<file path="src/rtl/uart_pkg.sv">
// Shared UART constants and baud-generator state encoding.
// Used by the RX and TX baud generators.
package uart_pkg;

    // Default divisor widths shared by both baud generators
    localparam int unsigned UART_DIV_W  = 16;
    localparam int unsigned UART_FRAC_W = 4;

    // Divisors below this value are clamped up to it
    localparam int unsigned BPS_DIV_MIN = 2;

    // Baud generator state encoding
    typedef logic [1:0] bps_state_t;
    localparam bps_state_t BPS_IDLE = 2'd0;
    localparam bps_state_t BPS_HALF = 2'd1;
    localparam bps_state_t BPS_FULL = 2'd2;

endpackage : uart_pkg

</file>
<file path="src/rtl/uart_bps_frac_acc.sv">
// Fractional baud accumulator: adds the fraction at each full-period terminal
// count and holds the carry-out so it can stretch the following period.
module uart_bps_frac_acc #(
    parameter int unsigned FRAC_W = 4
) (
    input  logic              clk,
    input  logic              rst_n,
    input  logic              clr_i,
    input  logic              step_i,
    input  logic [FRAC_W-1:0] frac_i,
    output logic              carry_o
);

    logic [FRAC_W-1:0] acc_q;
    logic              carry_q;
    logic [FRAC_W:0]   sum_c;

    // Modulo-2^FRAC_W add with carry-out
    assign sum_c   = {1'b0, acc_q} + {1'b0, frac_i};
    assign carry_o = carry_q;

    // Accumulator register: cleared whenever the generator is idle
    always_ff @(posedge clk or negedge rst_n) begin
        if (!rst_n) begin
            acc_q   <= '0;
            carry_q <= 1'b0;
        end else if (clr_i) begin
            acc_q   <= '0;
            carry_q <= 1'b0;
        end else if (step_i) begin
            acc_q   <= sum_c[FRAC_W-1:0];
            carry_q <= sum_c[FRAC_W];
        end
    end

endmodule : uart_bps_frac_acc

</file>
<file path="src/rtl/uart_rx_bps.sv">
// Receive baud-tick generator. First pulse lands mid start bit (div/2 cycles
// after the enable capture), later pulses every div cycles.
// Optional fractional divisor: define UART_RX_BPS_FRAC_EN.
module uart_rx_bps
    import uart_pkg::*;
#(
    parameter int unsigned DIV_W  = UART_DIV_W,
    parameter int unsigned FRAC_W = UART_FRAC_W
) (
    input  logic              clk26m,
    input  logic              rst26m_,
    input  logic              rx_bpsen,
    input  logic [DIV_W-1:0]  bps_div,
    input  logic [FRAC_W-1:0] bps_frac,
    output logic              rx_bpsclk,
    output logic              bps_active
);

    // One extra bit so a stretched period of 2^DIV_W does not wrap
    localparam int unsigned CNT_W = DIV_W + 1;

    bps_state_t        state_q, state_d;
    logic [CNT_W-1:0]  cnt_q,   cnt_d;
    logic [DIV_W-1:0]  div_q,   div_d;
    logic              pulse_q, pulse_d;
    logic              active_q, active_d;
    logic              carry_c;
    logic [CNT_W-1:0]  half_last_c;
    logic [CNT_W-1:0]  full_last_c;

    assign rx_bpsclk  = pulse_q;
    assign bps_active = active_q;

    // Terminal counts for the half and full bit periods
    assign half_last_c = CNT_W'(div_q >> 1) - CNT_W'(1);
    assign full_last_c = CNT_W'(div_q) + CNT_W'(carry_c) - CNT_W'(1);

`ifdef UART_RX_BPS_FRAC_EN
    logic [FRAC_W-1:0] frac_q;
    logic              acc_clr_c;
    logic              acc_step_c;

    // Fraction is captured alongside the integer divisor
    always_ff @(posedge clk26m or negedge rst26m_) begin
        if (!rst26m_) begin
            frac_q <= '0;
        end else if (state_q == BPS_IDLE && rx_bpsen) begin
            frac_q <= bps_frac;
        end
    end

    assign acc_clr_c  = (state_q == BPS_IDLE) || !rx_bpsen;
    assign acc_step_c = (state_q == BPS_FULL) && rx_bpsen && (cnt_q == full_last_c);

    uart_bps_frac_acc #(
        .FRAC_W (FRAC_W)
    ) u_frac_acc (
        .clk     (clk26m),
        .rst_n   (rst26m_),
        .clr_i   (acc_clr_c),
        .step_i  (acc_step_c),
        .frac_i  (frac_q),
        .carry_o (carry_c)
    );
`else
    logic unused_frac_c;

    // Fraction port kept for interface stability only
    assign unused_frac_c = ^bps_frac;
    assign carry_c       = 1'b0;
`endif

    // State, counter, divisor and output registers
    always_ff @(posedge clk26m or negedge rst26m_) begin
        if (!rst26m_) begin
            state_q  <= BPS_IDLE;
            cnt_q    <= '0;
            div_q    <= DIV_W'(BPS_DIV_MIN);
            pulse_q  <= 1'b0;
            active_q <= 1'b0;
        end else begin
            state_q  <= state_d;
            cnt_q    <= cnt_d;
            div_q    <= div_d;
            pulse_q  <= pulse_d;
            active_q <= active_d;
        end
    end

    // Next-state, counter and pulse decode
    always_comb begin
        state_d = state_q;
        cnt_d   = cnt_q;
        div_d   = div_q;
        pulse_d = 1'b0;

        case (state_q)
            BPS_IDLE: begin
                cnt_d = '0;
                if (rx_bpsen) begin
                    div_d   = (bps_div < DIV_W'(BPS_DIV_MIN)) ? DIV_W'(BPS_DIV_MIN) : bps_div;
                    state_d = BPS_HALF;
                end
            end
            BPS_HALF: begin
                if (!rx_bpsen) begin
                    cnt_d   = '0;
                    state_d = BPS_IDLE;
                end else if (cnt_q == half_last_c) begin
                    pulse_d = 1'b1;
                    cnt_d   = '0;
                    state_d = BPS_FULL;
                end else begin
                    cnt_d = cnt_q + CNT_W'(1);
                end
            end
            BPS_FULL: begin
                if (!rx_bpsen) begin
                    cnt_d   = '0;
                    state_d = BPS_IDLE;
                end else if (cnt_q == full_last_c) begin
                    pulse_d = 1'b1;
                    cnt_d   = '0;
                end else begin
                    cnt_d = cnt_q + CNT_W'(1);
                end
            end
            default: begin
                cnt_d   = '0;
                state_d = BPS_IDLE;
            end
        endcase

        active_d = (state_d != BPS_IDLE);
    end

endmodule : uart_rx_bps
</file>
<file path="config.mk">
export PLATFORM = sky130hd
export DESIGN_NAME = uart_rx_bps
export DESIGN_NICKNAME = d
export VERILOG_FILES = /design/src/rtl/uart_pkg.sv /design/src/rtl/uart_bps_frac_acc.sv /design/src/rtl/uart_rx_bps.sv
export SDC_FILE = /design/constraint.sdc
export NUM_CORES = 1
export LEC_CHECK = 0
export CAP_MARGIN = 10
export CELL_PAD_IN_SITES_DETAIL_PLACEMENT = 1
export CELL_PAD_IN_SITES_GLOBAL_PLACEMENT = 1
export CORE_ASPECT_RATIO = 1.2
export CORE_MARGIN = 2
export CORE_UTILIZATION = 45
export DETAILED_ROUTE_END_ITERATION = 8
export PLACE_DENSITY = 0.9
export SLEW_MARGIN = 5
export SYNTH_ARGS = -nofsm -noshare
export SYNTH_HDL_FRONTEND = slang
export SYNTH_SLANG_ARGS = --single-unit
</file>
<file path="constraint.sdc">
create_clock -name clk26m -period 6.1 [get_ports clk26m]
set_input_delay 1.22 -clock clk26m [delete_from_list [all_inputs] [get_ports clk26m]]
set_output_delay 1.22 -clock clk26m [all_outputs]
set_load 0.005 [all_outputs]
</file>
Word-level counts from Yosys, hierarchy flattened
Index checks and enable logic that the tools add are counted.
- output and inout bits: 2
- logic and storage cells: 32
- bits of input ports: 23
- flip-flop bits (word level): 37
- eq/ne operators: 4
- reductions and logical operators: 3
- $add $sub $neg: 3
- mux-type cells: 16
- $lt $le $gt $ge: 1
- operators with widths (cell ; number):
    17-bit 2-to-1 mux ; 4
    17-bit equality test ; 2
    17-bit one-hot mux with 2 select lines ; 1
    17-bit by 1-bit adder with 17-bit output, second input constant ; 1
    16-bit by 1-bit subtractor with 17-bit output, second input constant ; 1
    16-bit by 2-bit less-than comparator with 1-bit output, second input constant ; 1
    16-bit 2-to-1 mux ; 1
    15-bit by 1-bit subtractor with 16-bit output, second input constant ; 1
    2-bit 2-to-1 mux ; 4
    2-bit one-hot mux with 3 select lines ; 1
    1-bit 2-to-1 mux ; 4
    2-bit by 1-bit equality test with 1-bit output, second input constant ; 1
    2-bit equality test, second input constant ; 1
    2-bit logical NOT ; 1
    1-bit one-hot mux with 2 select lines ; 1
    2-bit AND reduction ; 1
    2-bit nonzero test ; 1

Longest topological paths before layout
- word-level depth: 6
- mapped depth: 10
- mapped depth without buffers: 9

Worst setup path before layout
No wires, ideal clock.
- path kind: reg-to-reg
- start point: reg div_q[1]
- end point: reg state_q[1]
- clock period less this slack: 2.541 ns
- path slack: 3.559 ns
- setup time: 0.074 ns
- data arrival time: 2.467 ns
- stages on the path, launching flop included: 10
- cell sequence: dfstp_2 > inv_1 > ha_1 > nor4b_4 > xnor2_1 > or4_4 > a211oi_2 > nand4_2 > or3b_1 > o21ai_2
- word-level cells in the longest chain between the ends: 5
- RTL lines (element ; line ; source):
    from (decl) ; uart_rx_bps.sv:24 ; logic [DIV_W-1:0] div_q, div_d;
    from (signal assigned) ; uart_rx_bps.sv:78 ; div_q <= DIV_W'(BPS_DIV_MIN);
    from (signal assigned) ; uart_rx_bps.sv:84 ; div_q <= div_d;
    15-bit by 1-bit subtractor with 16-bit output ; uart_rx_bps.sv:35 ; assign half_last_c = CNT_W'(div_q >> 1) - CNT_W'(1);
    17-bit equality test ; uart_rx_bps.sv:109 ; end else if (cnt_q == half_last_c) begin
    2-bit 2-to-1 mux ; uart_rx_bps.sv:109 ;
    2-bit 2-to-1 mux ; uart_rx_bps.sv:106 ; if (!rx_bpsen) begin
    2-bit one-hot mux with 3 select lines ; uart_rx_bps.sv:97 ; case (state_q)
    net state_d[1] ; uart_rx_bps.sv:22 ; bps_state_t state_q, state_d;
    to (signal assigned) ; uart_rx_bps.sv:82 ; state_q <= state_d;
    to (decl) ; uart_rx_bps.sv:22 ;
The timed path passes the listed nets, and every way through them passes these cells.
A chain may end at the register's enable or synchronous reset.

Worst setup path after layout
- start point: reg div_q[2]
- end point: reg state_q[1]
Same word-level chain as after synthesis.

==> results_dict.tcl <==
set metrics [dict create \
    clk_pin_slew_worst_setup_hold_paths_ns 0.08 \
    synthTopCellsByCount "dfrtp_1, xnor2_1, xor2_1" \
    vias 2646 \
    grt_pass1_wl_mm 14.63 \
    worst-slew-pin-transition_ns 0.8837 \
    place.gp.congestion 0.8827 \
    count_of_final_setup_violators 0 \
    grt_pass1_vias 2828 \
    power.ir.vdd_worst_v 0.0002295 \
    wl_per_cell_microns 21.40 \
    detail_route.wirelength_mm 8.987 \
    syn_inst 332 \
    final_layout_size_suffix_gt1_share_pct 9.254 \
    die_area_sq_mm 0.007231 \
    final_net_count 364 \
    cts_buffers 5 \
    yosysUniqueCellTypes 54 \
    cts_tree "yes" \
    synth.avg_cell_area_sq_um 8.898 \
    ys_seq_elements 37 \
    drv_slew 0 \
    ios 25 \
    worstSetupEndpointType "register" \
    io_buffers 20 \
    postCtsResizedCells 0 \
    setup.reg_to_reg.worst_slack_ns 2.70 \
    worstSkewPairLatency_ns 0.30 \
    synth-seq-area-share_pct 31.39 \
    syn_nets 362 \
    synth.cell_area_sq_mm 0.002954 \
    cell_count_of_the_worst_reg_to_reg_path 9 \
    max_clock_freq_ghz 0.2941 \
    power.density_cell_area_mw_per_mm2 394.5 \
    hold_depth 2 \
    detail_route.first_pass.iterations 4 \
    yosysWarningCount 0 \
    grt_start_max_net_pins 38 \
    initial_core_util_pct 46.11 \
    grt.total_usage_pct 26.05 \
    maxCapViolCount 0 \
    timing.hold.worst.start "div_q[1]$_DFFE_PN1P_" \
    postSynth.asyncResetShare_pct 100.0 \
    netlist.top_cell.by_area "dfrtp_1" \
    setup_repair_after_global_routing_missed_its_margin "no" \
    core_area_sq_mm 0.006406 \
    synth-main-ff-cell "dfrtp_1" \
    yosys.area.top_type_share_pct 30.50 \
    dieWidth_microns 77.96 \
    fin_crit_sh_pct 55.74 \
    antenna_cells 0 \
    r2r_endpoint "state_q[1]$_DFF_PN0_" \
    fin_worst_skew_ns 0.01230 \
    run_status "complete, no violations" \
    launch_instance_of_the_worst_register_to_register_path "div_q[2]$_DFFE_PN0P_" \
    antenna_found_initial 0 \
    postRouteAntennaNets 0 \
    crit_path_max_fo 19 \
    whs_endpoint "div_q[1]$_DFFE_PN1P_" \
    min_path_type "register to register" \
    die_h_microns 92.76 \
    post_synth_edffs 0 \
    leakagePower_nw 1.345 \
    total_power_mw 1.290 \
    cts_htree_levels 2 \
    post_cts.repair.setup_buffers 0 \
    final.hold.worst_slack_ns 0.5591 \
    placedInstanceArea_sq_mm 0.003137 \
    detailed_place_hpwl_mm 6.250 \
    critPathArrivalTime_ns 3.64 \
    num_rows 32 \
    maximum_clock_path_buffer_count 2 \
    crit_type "register to register" \
    crit_path_start_kind "register" \
    routed_via_density 6.300 \
    post-synth-top-count-cell "dfrtp_1" \
    tns_ns 0 \
    max_slew_margin_pct 41.09 \
    clock_sink_count 37 \
    worst-endpoint-required_ns 6.34 \
    top_cells_by_area_synth "dfrtp_1, xnor2_1, xor2_1" \
    grt_overflow_total 0 \
    drt-initial-drc-count 154 \
    hold_viol 0 \
    final_period_minus_worst_setup_slack_ns 3.400 \
    final_cell_area_excluding_filler_cells_sq_mm 0.003271 \
    ctsRootBufferMaster "clkbuf_8" \
    detail_route.drc_violations 0 \
    cts_hold_buffers 0 \
    flow.area_growth_from_synthesis_pct 10.72 \
]
==> power by group <==
group | leakage, nW | total, mW | internal, mW | switching [mW]
Clock | 0.0681 | 0.259 | 0.163 | 0.0967
Sequential | 0.476 | 0.464 | 0.309 | 0.155
Combinational | 0.801 | 0.567 | 0.258 | 0.309
Total | 1.35 | 1.29 | 0.730 | 0.560
==> how the worst max path moves through the flow <==
stage	from	to	cells after the start
floorplan	div_q[1]$_DFFE_PN1P_	state_q[1]$_DFF_PN0_	9
global placement	div_q[2]$_DFFE_PN0P_	bps_active$_DFF_PN0_	9
detailed placement	div_q[2]$_DFFE_PN0P_	state_q[1]$_DFF_PN0_	9
CTS	div_q[2]$_DFFE_PN0P_	state_q[1]$_DFF_PN0_	9
global route	div_q[2]$_DFFE_PN0P_	bps_active$_DFF_PN0_	9
finish	div_q[2]$_DFFE_PN0P_	state_q[1]$_DFF_PN0_	9
==> logic make-up (layout without fill, tap and decap cells) <==
family,Yosys count,after routing,synth area share (%)
buffers and inverters,32,35,4.913
flip-flops,37,37,31.39
XOR/XNOR,59,59,17.49
AO/OA/AOI/OAI,55,55,12.96
multiplexers,15,15,5.676
AND/OR/NAND/NOR,127,127,24.61
adder cells (fa/ha/maj),7,7,2.965
==> area by class of cell <==
cell class / count / area (sq um)
Inverter: 7 / 26.28
Fill cell: 739 / 3136
Clock inverter: 3 / 65.06
Timing Repair Buffer: 20 / 195.2
Tap cell: 85 / 106.4
Multi-Input combinational cell: 263 / 1882
Clock buffer: 5 / 68.82
Sequential cell: 37 / 927.1
==> placed cells by master, fill, tap and decap left out, drive strengths merged, types with 14 or more instances in the layout <==
cell type	n
nor2	18
xor2	25
clkdlybuf4s50	19
dfrtp	36
mux2	14
xnor2	34
o21ai	14
nand3	21
nand2	19
==> per-stage QoR <==
step	std cells	worst slack, ns	utilization, %
floorplan	332	3.559	-
global placement	412	2.963	48.96
detailed placement	412	2.780	48.96
CTS	420	2.765	51.05
global route	420	2.587	51.05
finish	420	2.700	51.05
==> critical path: stages, from the launching register on <==
cell	delay, ns
dfrtp_1	0.43
inv_1	0.11
ha_1	0.28
or4b_1	0.56
nor4_1	0.35
a21oi_1	0.18
a211oi_2	0.30
nand4_2	0.49
or3b_1	0.57
o21ai_2	0.07
==> per-layer routing <==
metal	global-route usage, %	up-vias	share of wire (%)
li1	-	1204	-
met1	29.98	1329	42
met2	45.11	75	49
met3	4.776	38	3.5
met4	14.77	0	5.7
met5	0	-	0
==> state kept, by name, indices dropped and copies added (netlist names) <==
| name | cells |
|---|---|
| cnt_q | 17 |
| div_q | 16 |
| state_q | 2 |
| bps_active | 1 |
| rx_bpsclk | 1 |
No activity file was read; power rests on OpenSTA's default activity.
